## config.mk

```make
export PLATFORM = sky130hd
export DESIGN_NAME = udp_packet_id_strip
export DESIGN_NICKNAME = d
export VERILOG_FILES = /design/src/rtl/udp_packet_id_strip.sv
export SDC_FILE = /design/constraint.sdc
export NUM_CORES = 1
export LEC_CHECK = 0
export BUFFER_PORTS_ARGS = -buffer_cell sky130_fd_sc_hd__buf_4
export CAP_MARGIN = 20
export CORE_AREA = 2 2 156 158
export DETAILED_ROUTE_END_ITERATION = 10
export DIE_AREA = 0 0 158 160
export MAX_ROUTING_LAYER = met4
export PLACE_DENSITY_LB_ADDON = 0.2
export SYNTH_ARGS = -nofsm -noshare
export SYNTH_HDL_FRONTEND = slang
export SYNTH_SLANG_ARGS = --single-unit
```

## constraint.sdc

```tcl
create_clock -name clk -period 7 [get_ports clk]
set_input_delay 0.35 -clock clk [delete_from_list [all_inputs] [get_ports clk]]
set_output_delay 0.35 -clock clk [all_outputs]
set_load 0.1 [all_outputs]
```

## src/rtl/udp_packet_id_strip.sv

```systemverilog
// Strips the 4-byte big-endian packet ID from each frame, checks ID continuity and keeps saturating stats.
// Payload latency 1 cycle via a one-entry output register; in ready follows that register only during payload.
module udp_packet_id_strip #(
    parameter int ID_BYTES = 4
) (
    input  logic        clk,
    input  logic        reset,
    input  logic [7:0]  in_axis_tdata,
    input  logic        in_axis_tvalid,
    output logic        in_axis_tready,
    input  logic        in_axis_tlast,
    output logic [7:0]  out_axis_tdata,
    output logic        out_axis_tvalid,
    input  logic        out_axis_tready,
    output logic        out_axis_tlast,
    output logic [31:0] packet_id,
    output logic        packet_id_valid,
    output logic [31:0] frames_ok,
    output logic [31:0] runt_count,
    output logic [31:0] gap_count,
    output logic [31:0] lost_count,
    output logic [31:0] ooo_count
);

    typedef enum logic [1:0] {
        S_ID      = 2'd0,
        S_PAYLOAD = 2'd1,
        S_DROP    = 2'd2
    } state_t;

    localparam logic [1:0] LAST_ID_BYTE = 2'(ID_BYTES - 1);

    state_t      state;
    logic [1:0]  byte_cnt;
    logic [31:0] id_shift;
    logic [31:0] last_id;
    logic        baseline;
    logic [31:0] id_next;
    logic [31:0] diff;
    logic [32:0] lost_sum;
    logic        in_hs;

    function automatic logic [31:0] sat_inc(input logic [31:0] v);
        return (v == 32'hFFFF_FFFF) ? v : v + 32'd1;
    endfunction

    always_comb begin
        in_axis_tready = 1'b1;
        if (state == S_PAYLOAD)
            in_axis_tready = !out_axis_tvalid || out_axis_tready;
    end

    // diff wraps mod 2^32, so its MSB separates forward gaps from repeats/backward jumps.
    always_comb begin
        in_hs    = in_axis_tvalid && in_axis_tready;
        id_next  = {id_shift[23:0], in_axis_tdata};
        diff     = id_next - (last_id + 32'd1);
        lost_sum = {1'b0, lost_count} + {1'b0, diff};
    end

    always_ff @(posedge clk or negedge reset) begin
        if (!reset) begin
            state           <= S_ID;
            byte_cnt        <= 2'd0;
            id_shift        <= 32'd0;
            last_id         <= 32'd0;
            baseline        <= 1'b0;
            out_axis_tdata  <= 8'd0;
            out_axis_tvalid <= 1'b0;
            out_axis_tlast  <= 1'b0;
            packet_id       <= 32'd0;
            packet_id_valid <= 1'b0;
            frames_ok       <= 32'd0;
            runt_count      <= 32'd0;
            gap_count       <= 32'd0;
            lost_count      <= 32'd0;
            ooo_count       <= 32'd0;
        end else begin
            packet_id_valid <= 1'b0;
            if (out_axis_tvalid && out_axis_tready)
                out_axis_tvalid <= 1'b0;

            case (state)
                S_ID: begin
                    if (in_hs) begin
                        id_shift <= id_next;
                        if (in_axis_tlast) begin
                            byte_cnt   <= 2'd0;
                            runt_count <= sat_inc(runt_count);
                        end else if (byte_cnt == LAST_ID_BYTE) begin
                            byte_cnt        <= 2'd0;
                            packet_id       <= id_next;
                            packet_id_valid <= 1'b1;
                            last_id         <= id_next;
                            baseline        <= 1'b1;
                            if (baseline && diff != 32'd0) begin
                                if (!diff[31]) begin
                                    gap_count  <= sat_inc(gap_count);
                                    lost_count <= lost_sum[32] ? 32'hFFFF_FFFF : lost_sum[31:0];
                                end else begin
                                    ooo_count <= sat_inc(ooo_count);
                                end
                            end
                            state <= S_PAYLOAD;
                        end else begin
                            byte_cnt <= byte_cnt + 2'd1;
                        end
                    end
                end
                S_PAYLOAD: begin
                    if (in_hs) begin
                        out_axis_tdata  <= in_axis_tdata;
                        out_axis_tlast  <= in_axis_tlast;
                        out_axis_tvalid <= 1'b1;
                        if (in_axis_tlast) begin
                            state     <= S_ID;
                            frames_ok <= sat_inc(frames_ok);
                        end
                    end
                end
                S_DROP: begin
                    if (in_hs && in_axis_tlast)
                        state <= S_ID;
                end
                default: begin
                    state    <= S_DROP;
                    byte_cnt <= 2'd0;
                end
            endcase
        end
    end

endmodule
```

# Word-level counts from Yosys, hierarchy flattened
# Cells that the tools add are included.
[op_classes]
n_addsub = 8
eq_ne = 13
shifts = 0
div_mod_pow = 0
n_bitwise = 7
magnitude_cmp = 0
n_mux = 20
n_reduce_logical = 19
n_mul = 0
[op_table]
columns = ["op", "count"]
rows = [
  ["$add A32 B1 Y32 const B", 5],
  ["$eq A32 B32 Y1 const B", 4],
  ["$add A32 B32 Y33", 1],
  ["$mux W32", 1],
  ["$reduce_bool A32 Y1", 1],
  ["$sub A32 B32 Y32", 1],
  ["$mux W2", 9],
  ["$reduce_and A7 Y1", 2],
  ["$ne A2 B2 Y1 const B", 6],
  ["$reduce_and A4 Y1", 3],
  ["$reduce_and A6 Y1", 2],
  ["$mux W1", 8],
  ["$not A1 Y1", 7],
  ["$pmux W2 S3", 1],
  ["$reduce_and A2 Y1", 3],
  ["$eq A2 B2 Y1 const B", 2],
  ["$logic_and A1 B1 Y1", 4],
  ["$pmux W2 S2", 1],
  ["$add A2 B1 Y2 const B", 1],
  ["$eq A2 B1 Y1 const B", 1],
  ["$logic_not A2 Y1", 1],
  ["$reduce_or A2 Y1", 1],
  ["$logic_not A1 Y1", 1],
  ["$logic_or A1 B1 Y1", 1],
]
[totals]
latchBits = 0
mem_bits_ro = 0
mem_bits_rw = 0
inputBits = 13
memories = 0
ff_bits = 232

# Depth between registers and ports, before layout
# Gate-level depths: netlist of the first run.
[logic_depth]
word_depth = 7
mapped_depth = 24

# Worst setup path before layout of the first run
# Ideal clock, no wire load.
[synth_path]
kind = "flip-flop to flip-flop"
startpoint = "register last_id[0]"
endpoint = "register lost_count[31]"
stages_incl_launch_ff = 23
setup_ns = 0.126
required_ns = 6.874
arrival_time_ns = 5.552
synth_period_minus_slack_ns = 5.678
setup_slack_ns = 1.322
cell_sequence = "dfrtp_1 > inv_1 > ha_1 > inv_1 > fa_1 > nand2b_1 > a211o_1 > a21o_1 > buf_2 > o31ai_2 > o21ai_0 > a21o_1 > ha_1 > a21oi_1 > nor2_1 > a2111oi_0 > o21ai_0 > a21o_1 > o31a_1 > or4_1 > a31oi_4 > o211ai_4 > o32a_1"
[synth_via]
elab_chain_len = 5
word_cells_on_any_way = 8
[synth_rtl]
columns = ["element", "line_no", "text"]
rows = [
  ["from (decl)", "36", "logic [31:0] last_id;"],
  ["from (signal assigned)", "94", "last_id <= id_next;"],
  ["$add A32 B1 Y32 *", "57", "diff = id_next - (last_id + 32'd1);"],
  ["$sub A32 B32 Y32 *", "57", ""],
  ["branches (longest 3 deep; another with $add A32 B32 Y33)", "n/a", ""],
  ["to (signal assigned)", "99", "lost_count <= lost_sum[32] ? 32'hFFFF_FFFF : lost_sum[31:0];"],
  ["to (decl)", "21", "output logic [31:0] lost_count,"],
]
# Every way passes the cells marked *.
# A chain may end at the register's enable or synchronous reset.

# Final worst setup path of the first run
# Same ends and word-level chain as after synthesis.

==> results of run 1 <==
[layout make-up]
class,count,area (sq um)
fill,1899,7478
clock buffer,34,742.0
clock inverter,16,229.0
inverter,59,221.5
sequential,232,5806
timing repair buffer,223,1719
multi-input combinational,1041,7219
tap,324,405.4
[final timing paths]
path                                   startpoint                          to  slack (ns)  depth (start not counted)
setup / recovery           last_id[0]$_DFFE_PN0P_  lost_count[31]$_DFFE_PN0P_        0.95                         21
hold / removal                   in_axis_tdata[1]      last_id[1]$_DFFE_PN0P_        0.04                          3
setup reg to reg           last_id[0]$_DFFE_PN0P_  lost_count[31]$_DFFE_PN0P_        0.95                         21
hold reg to reg              baseline$_DFFE_PN0P_        baseline$_DFFE_PN0P_        0.48                          1
max in group asynchronous                   reset   runt_count[7]$_DFFE_PN0P_        5.43                          3
min in group asynchronous                   reset  lost_count[27]$_DFFE_PN0P_        0.36                          2
[per-stage QoR]
step             util  instances
2_1_floorplan       -       1379
3_3_place_gp   0.6433       1876
3_5_place_dp   0.6444       1877
4_1_cts        0.6860       1929
5_1_grt        0.6860       1929
6_report       0.6860       1929
[kinds of logic after synthesis]
| family | share of synthesized area |
|---|---|
| compound gates | 0.1542 |
| xor+xnor | 0.1060 |
| fa+ha+maj | 0.07450 |
| buf+inv | 0.03344 |
| flops | 0.4310 |
| mux | 0.03056 |
| simple gates | 0.1703 |
[report_power, final]
group	total, mW	switching (mW)	leakage [nW]	internal [mW]
sequential	1.83	0.242	3.03	1.59
clock	1.52	0.580	0.478	0.939
combinational	5.09	3.44	4.41	1.65
[sequential cells by signal, indices dropped and copies added, names as in the netlist]
signal / count
frames_ok: 32
gap_count: 32
last_id: 32
lost_count: 32
ooo_count: 32
runt_count: 32
id_shift: 24
out_axis_tdata: 8
byte_cnt: 2
state: 2
baseline: 1
out_axis_tlast: 1
out_axis_tvalid: 1
packet_id_valid: 1
[metal layers]
metal  part of all wire  track usage  vias to the layer above
met4              0.020      0.05897                        0
met1               0.45       0.3614                     5403
met5                  0            -                        -
met2               0.46       0.4097                      313
li1                   -            -                     5356
met3              0.066      0.04776                       46
[layout by cell type (no fill, tap or decap), types with 7 or more instances in the layout]
cell type and n:
and2_1 15, a211oi_1 13, buf_4 218, ha_1 77
clkbuf_16 27, o211ai_1 11, nand4_1 36, dfrtp_1 232
clkinv_2 7, nand3_1 76, xor2_1 40, nor2b_1 10
o21ai_0 72, nor4_1 12, mux2_2 33, or3_1 9
o21a_1 9, nand2_1 143, nor2_1 58, a21o_1 23
and3_1 39, and4_1 10, xnor2_1 123, nor3_1 26
o21bai_1 8, o22a_1 32, inv_1 58, a21oi_1 70
[critical path, stage by stage, from the launching register on]
cell       delay (ns)
dfrtp_1          0.39
inv_1            0.08
ha_1             0.18
inv_1            0.06
fa_1             0.39
nand2b_1         0.19
a211o_1          0.31
a21o_1           0.30
o31ai_2          0.39
o21ai_0          0.16
a21o_1           0.22
ha_1             0.33
a21oi_1          0.19
nor2_1           0.05
a2111oi_0        0.51
o21ai_0          0.15
a21o_1           0.24
o31a_1           0.28
or4_1            0.45
a31oi_4          0.23
o211ai_4         0.35
o32a_1           0.46
==> flow_summary.json, run 1 <==
{
  "h-tree-depth": 1,
  "finClkSkew_ns": 0.01265,
  "critPathLaunchType": "flip-flop",
  "detail_route.first_pass.iterations": 5,
  "synth_edf_count": 0,
  "synthToLayoutAreaGrowth_pct": 21.33,
  "netlist.area_leader.share": 0.4310,
  "grt_pass1_wl_mm": 52.98,
  "cts_tree": "done",
  "numPortBuffers": 216,
  "clock-sinks": 232,
  "max_cap_violations": 0,
  "power.density_nw_per_um2": 516.9,
  "cts.repair.resized": 0,
  "dr_total_vias": 11118,
  "std_cell_rows": 57,
  "post_dp_cell_area_sq_um": 15350,
  "synth_sequential_area_ratio": 0.4310,
  "syn_inst": 1379,
  "yosys-top-cells-area": "dfrtp_1 (43%), xnor2_1 (8.0%), ha_1 (7.2%), nand2_1 (4.0%), nand3_1 (2.8%)",
  "first_iter_violations": 721,
  "syn_area_sq_um": 13470,
  "initial_core_util": 0.5654,
  "final_nets": 1676,
  "cp_max_fo": 32,
  "worst_ep_required_time_ns": 7.43,
  "synth-seq-cells": 232,
  "dieWidth_microns": 158,
  "io_pins": 217,
  "finalHoldWorstSlack_ns": 0.04440,
  "cts_root_buf": "clkbuf_16",
  "setup_viol": 0,
  "die_y_microns": 160,
  "synth_common_cells": "dfrtp_1 (232), nand2_1 (143), xnor2_1 (123), ha_1 (77), nand3_1 (76)",
  "core_sq_um": 23820,
  "arrival_ns": 6.48,
  "finalHoldViolCount": 0,
  "post-place-ws_ns": 1.048,
  "die_area_sq_um": 25280,
  "avgSynthCellArea_sq_um": 9.767,
  "synth_largest_area_cell": "dfrtp_1",
  "clkSlewWorstSetupHoldPaths_ns": 0.06,
  "clock_path_buffers": 3,
  "grt_max_degree": 148,
  "via_per_inst": 5.764,
  "fin_ws_ns": 0.9523,
  "synth-async-reset-ratio": 1.000,
  "stdcell_area_sq_um": 16340,
  "n_antenna_cell": 0,
  "path_class": "flip-flop to flip-flop",
  "endpoint_kind": "flip-flop",
  "wl_per_cell_microns": 16.94,
  "cts_buffers": 27,
  "tns_ns": 0,
  "post_cts_buffers": 0,
  "leakage_nw": 7.913,
  "synth.distinct_cells": 75,
  "gp_congestion": 0.8891,
  "clock_latency_ns": 0.55,
  "min_path_type": "input pin to flip-flop",
  "rsz0062_at_grt": "false",
  "run_status": "finished clean",
  "antenna_found_initial": 0,
  "syn_nets": 1471,
  "yosysMostFrequentCell": "dfrtp_1",
  "grt_overflow": 0,
  "finalCriticalPeriod_ns": 6.048,
  "yosys_warnings": 0,
  "ctsHoldBuffers": 2,
  "period_share": 0.8640,
  "grt_pass1_vias": 10518,
  "maxSlewViolCount": 0,
  "power_mw": 8.447,
  "synthFlopType": "dfrtp_1",
  "fmax_mhz": 165.4,
  "dp_hpwl_mm": 23.96,
  "track_usage": 0.2631,
  "drive_gt1_frac": 0.2025,
  "ir_drop_v": 0.0003939,
  "antenna_left": 0,
  "worst_slew_pin_slew_ns": 0.9778,
  "wl_mm": 32.67,
  "maxSlewHeadroom": 0.3431,
  "drc": 0
}
Power figures use the tool's default switching activity.
==> run 2: changes to the inputs <==
--- a/config.mk
+++ b/config.mk
@@ -5,11 +5,12 @@
 export SDC_FILE = /design/constraint.sdc
 export NUM_CORES = 1
 export LEC_CHECK = 0
+export ABC_AREA = 1
 export BUFFER_PORTS_ARGS = -buffer_cell sky130_fd_sc_hd__buf_4
 export CAP_MARGIN = 20
-export CORE_AREA = 2 2 156 158
+export CORE_AREA = 2 2 171 173
 export DETAILED_ROUTE_END_ITERATION = 10
-export DIE_AREA = 0 0 158 160
+export DIE_AREA = 0 0 173 175
 export MAX_ROUTING_LAYER = met4
 export PLACE_DENSITY_LB_ADDON = 0.2
 export SYNTH_ARGS = -nofsm -noshare
==> flow_summary.json, run 2 <==
{
  "run_status": "finished clean",
  "syn_area_sq_um": 16520,
  "finalCriticalPeriod_ns": 4.604,
  "cts_root_buf": "clkbuf_16",
  "multi_input_area_sq_um": 9256,
  "fin_ws_ns": 2.396,
  "finalHoldViolCount": 0,
  "finClkSkew_ns": 0.02902,
  "power.switching_mw": 4.946,
  "met2_wirelength_mm": 21.51,
  "synth_largest_area_cell": "dfrtp_1",
  "wl_met1_mm": 21.23,
  "numPortBuffers": 216,
  "grt_overflow": 0,
  "regArea_sq_um": 5806,
  "initial_core_util": 0.5818,
  "synth-async-reset-ratio": 1.000,
  "yosysMostFrequentCell": "nand2_1",
  "worst_slew_pin_slew_ns": 0.9547,
  "drive_gt1_frac": 0.1166,
  "clock_latency_ns": 0.56,
  "p_comb_frac": 0.615,
  "critPathTopFamily": "compound AO/OA/AOI/OAI gates",
  "cts_buffers": 27,
  "final_nets": 2679,
  "top_layer": "met4",
  "syn_inst": 2389,
  "clock_path_buffers": 3,
  "grt_pass1_wl_mm": 77.81,
  "synth_fa_ha_area_frac": 0.06075,
  "synthFlopType": "dfrtp_1",
  "yosys_warnings": 0,
  "synth_top_family_by_area": "simple AND/OR/NAND/NOR gates",
  "dr_total_vias": 16438,
  "dp_hpwl_mm": 35.50,
  "drc": 0,
  "final_cell_mix": "nand2_1 (822), inv_1 (301), dfrtp_1 (232)",
  "dieWidth_microns": 173,
  "synth.distinct_cells": 47,
  "post-route-util": 0.6824,
  "ir_drop_v": 0.0004989,
  "cts_tree": "done",
  "slowest_delay_ns": 0.53,
  "power.internal_mw": 3.924,
  "layout_commonest_cell": "nand2_1",
  "maxSlewViolCount": 0,
  "max_cap_violations": 0,
  "antenna_left": 0,
  "p_clk_frac": 0.169,
  "fillers": 2568,
  "die_y_microns": 175,
  "std_cell_rows": 62,
  "clkSlewWorstSetupHoldPaths_ns": 0.06,
  "via_per_inst": 5.496,
  "post_dp_cell_area_sq_um": 18430,
  "synth_sequential_area_ratio": 0.3515,
  "pwr-share-seq": 0.216,
  "synth_common_cells": "nand2_1 (822), inv_1 (301), dfrtp_1 (232), nor2_1 (187), nand4_1 (138)",
  "synth_compound_area_frac": 0.06196,
  "maxSlewHeadroom": 0.3629,
  "avgSynthCellArea_sq_um": 6.914,
  "wl_per_cell_microns": 15.86,
  "wl_met3_mm": 3.620,
  "min_path_type": "input pin to flip-flop",
  "period_share": 0.6577,
  "stdcell_area_sq_um": 19380,
  "cp_slowest_cell": "a21oi_2",
  "yosys-top-cells-area": "dfrtp_1 (35%), nand2_1 (19%), inv_1 (6.8%), ha_1 (5.8%), xor2_1 (5.7%)",
  "synthToLayoutAreaGrowth_pct": 17.30,
  "n_antenna_cell": 0,
  "worst_ep_required_time_ns": 7.42,
  "swShare": 0.5577,
  "wl_mm": 47.43,
  "tns_ns": 0,
  "power.density_nw_per_um2": 457.8,
  "synth_edf_count": 0,
  "endpoint_kind": "flip-flop",
  "path_buf_inv": 5,
  "antenna_found_initial": 0,
  "cts.repair.resized": 0,
  "clock-sinks": 232,
  "post-place-ws_ns": 2.556,
  "critPathLaunchType": "flip-flop",
  "leakage_nw": 10.36,
  "fmax_mhz": 217.2,
  "grt_max_degree": 131,
  "synth-seq-cells": 232,
  "netlist.area_leader.share": 0.3515,
  "first_iter_violations": 1356,
  "synth-xor-area-share": 0.07900,
  "syn_nets": 2481,
  "post_cts_buffers": 0,
  "synthSimpleGateAreaFrac": 0.3561,
  "crit_path_frequent_cell": "inv_1",
  "ctsHoldBuffers": 1,
  "synth.area.mux_share": 0.002045,
  "ff2ff_setup_slack_ns": 2.40,
  "rsz0062_at_grt": "false",
  "power_mw": 8.870,
  "gp_congestion": 0.9893,
  "io_pins": 217,
  "grt_pass1_vias": 15592,
  "h-tree-depth": 1,
  "arrival_ns": 5.03,
  "core_sq_um": 28390,
  "detail_route.first_pass.iterations": 6,
  "path_class": "flip-flop to flip-flop",
  "die_area_sq_um": 30280,
  "setup_viol": 0,
  "crit_chain": "inv_1, ha_1, a21oi_1, nand2_1, a21oi_1, nor2_1, nor2_1, nand3_1, nand2_2, buf_4, inv_1, ha_1, inv_1, nor3_1, a211oi_1, o21ai_0, a21oi_2, buf_4, o21ai_0, nand4_1, nand2_1",
  "track_usage": 0.3185,
  "cp_max_fo": 36
}
-- run 2: stage by stage --
step	cells	hold slack, ns
3_5_place_dp	2941	0.4440
5_1_grt	2991	0.06432
2_1_floorplan	2389	0.05441
3_3_place_gp	2941	0.4319
4_1_cts	2991	0.03437
6_report	2991	0.05374
-- run 2: worst paths after layout --
path	from	endpoint	cells past startpoint
min in group asynchronous	reset	last_id[22]$_DFFE_PN0P_	2
worst min-delay path	out_axis_tready	out_axis_tvalid$_DFF_PN0_	4
worst max-delay path	last_id[22]$_DFFE_PN0P_	lost_count[7]$_DFFE_PN0P_	21
max in group asynchronous	reset	ooo_count[24]$_DFFE_PN0P_	3
worst max register to register	last_id[22]$_DFFE_PN0P_	lost_count[7]$_DFFE_PN0P_	21
worst min register to register	baseline$_DFFE_PN0P_	baseline$_DFFE_PN0P_	2
-- run 2: layout make-up --
type,instances,area share
multi-input cells,1784,0.4777
flip-flops and latches,232,0.2996
repair buffers,225,0.08834
inverters,317,0.06141
clock buffers,32,0.03636
well taps,384,0.02480
clock inverters,17,0.01175
-- run 2: power groups by stage --
stage | sequential (mW) | clock, mW | combinational, mW
6_report | 1.92 | 1.50 | 5.46
5_1_grt | 1.96 | 1.57 | 5.92
4_1_cts | 1.91 | 1.52 | 5.41
3_5_place_dp | 1.93 | 0 | 5.38
3_3_place_gp | 1.92 | 0 | 5.32
2_1_floorplan | 3.40 | 0 | 2.63
-- run 2: cells by family (layout without fill, tap and decap cells) --
group / after synthesis / in the layout
flip-flops: 232 / 232
buffers and inverters: 373 / 591
multiplexers: 3 / 3
adder cells (fa/ha/maj): 79 / 79
XOR/XNOR: 149 / 149
AND/OR/NAND/NOR: 1365 / 1365
AO/OA/AOI/OAI: 188 / 188
-- run 2: routing by layer --
metal  up-vias  track usage
li1       8091            -
met1      7678       0.4320
met2       582       0.5008
met3        87      0.04983
met4         0      0.08263
met5         -            -
-- run 2: worst register-to-register path: stages (launching register included) --
cell,delay (ns)
dfrtp_1,0.36
inv_1,0.06
ha_1,0.38
a21oi_1,0.30
nand2_1,0.15
a21oi_1,0.22
nor2_1,0.06
nor2_1,0.12
nand3_1,0.10
nand2_2,0.08
buf_4,0.38
inv_1,0.17
ha_1,0.32
inv_1,0.10
nor3_1,0.07
a211oi_1,0.24
o21ai_0,0.15
a21oi_2,0.53
buf_4,0.36
o21ai_0,0.14
nand4_1,0.10
nand2_1,0.07
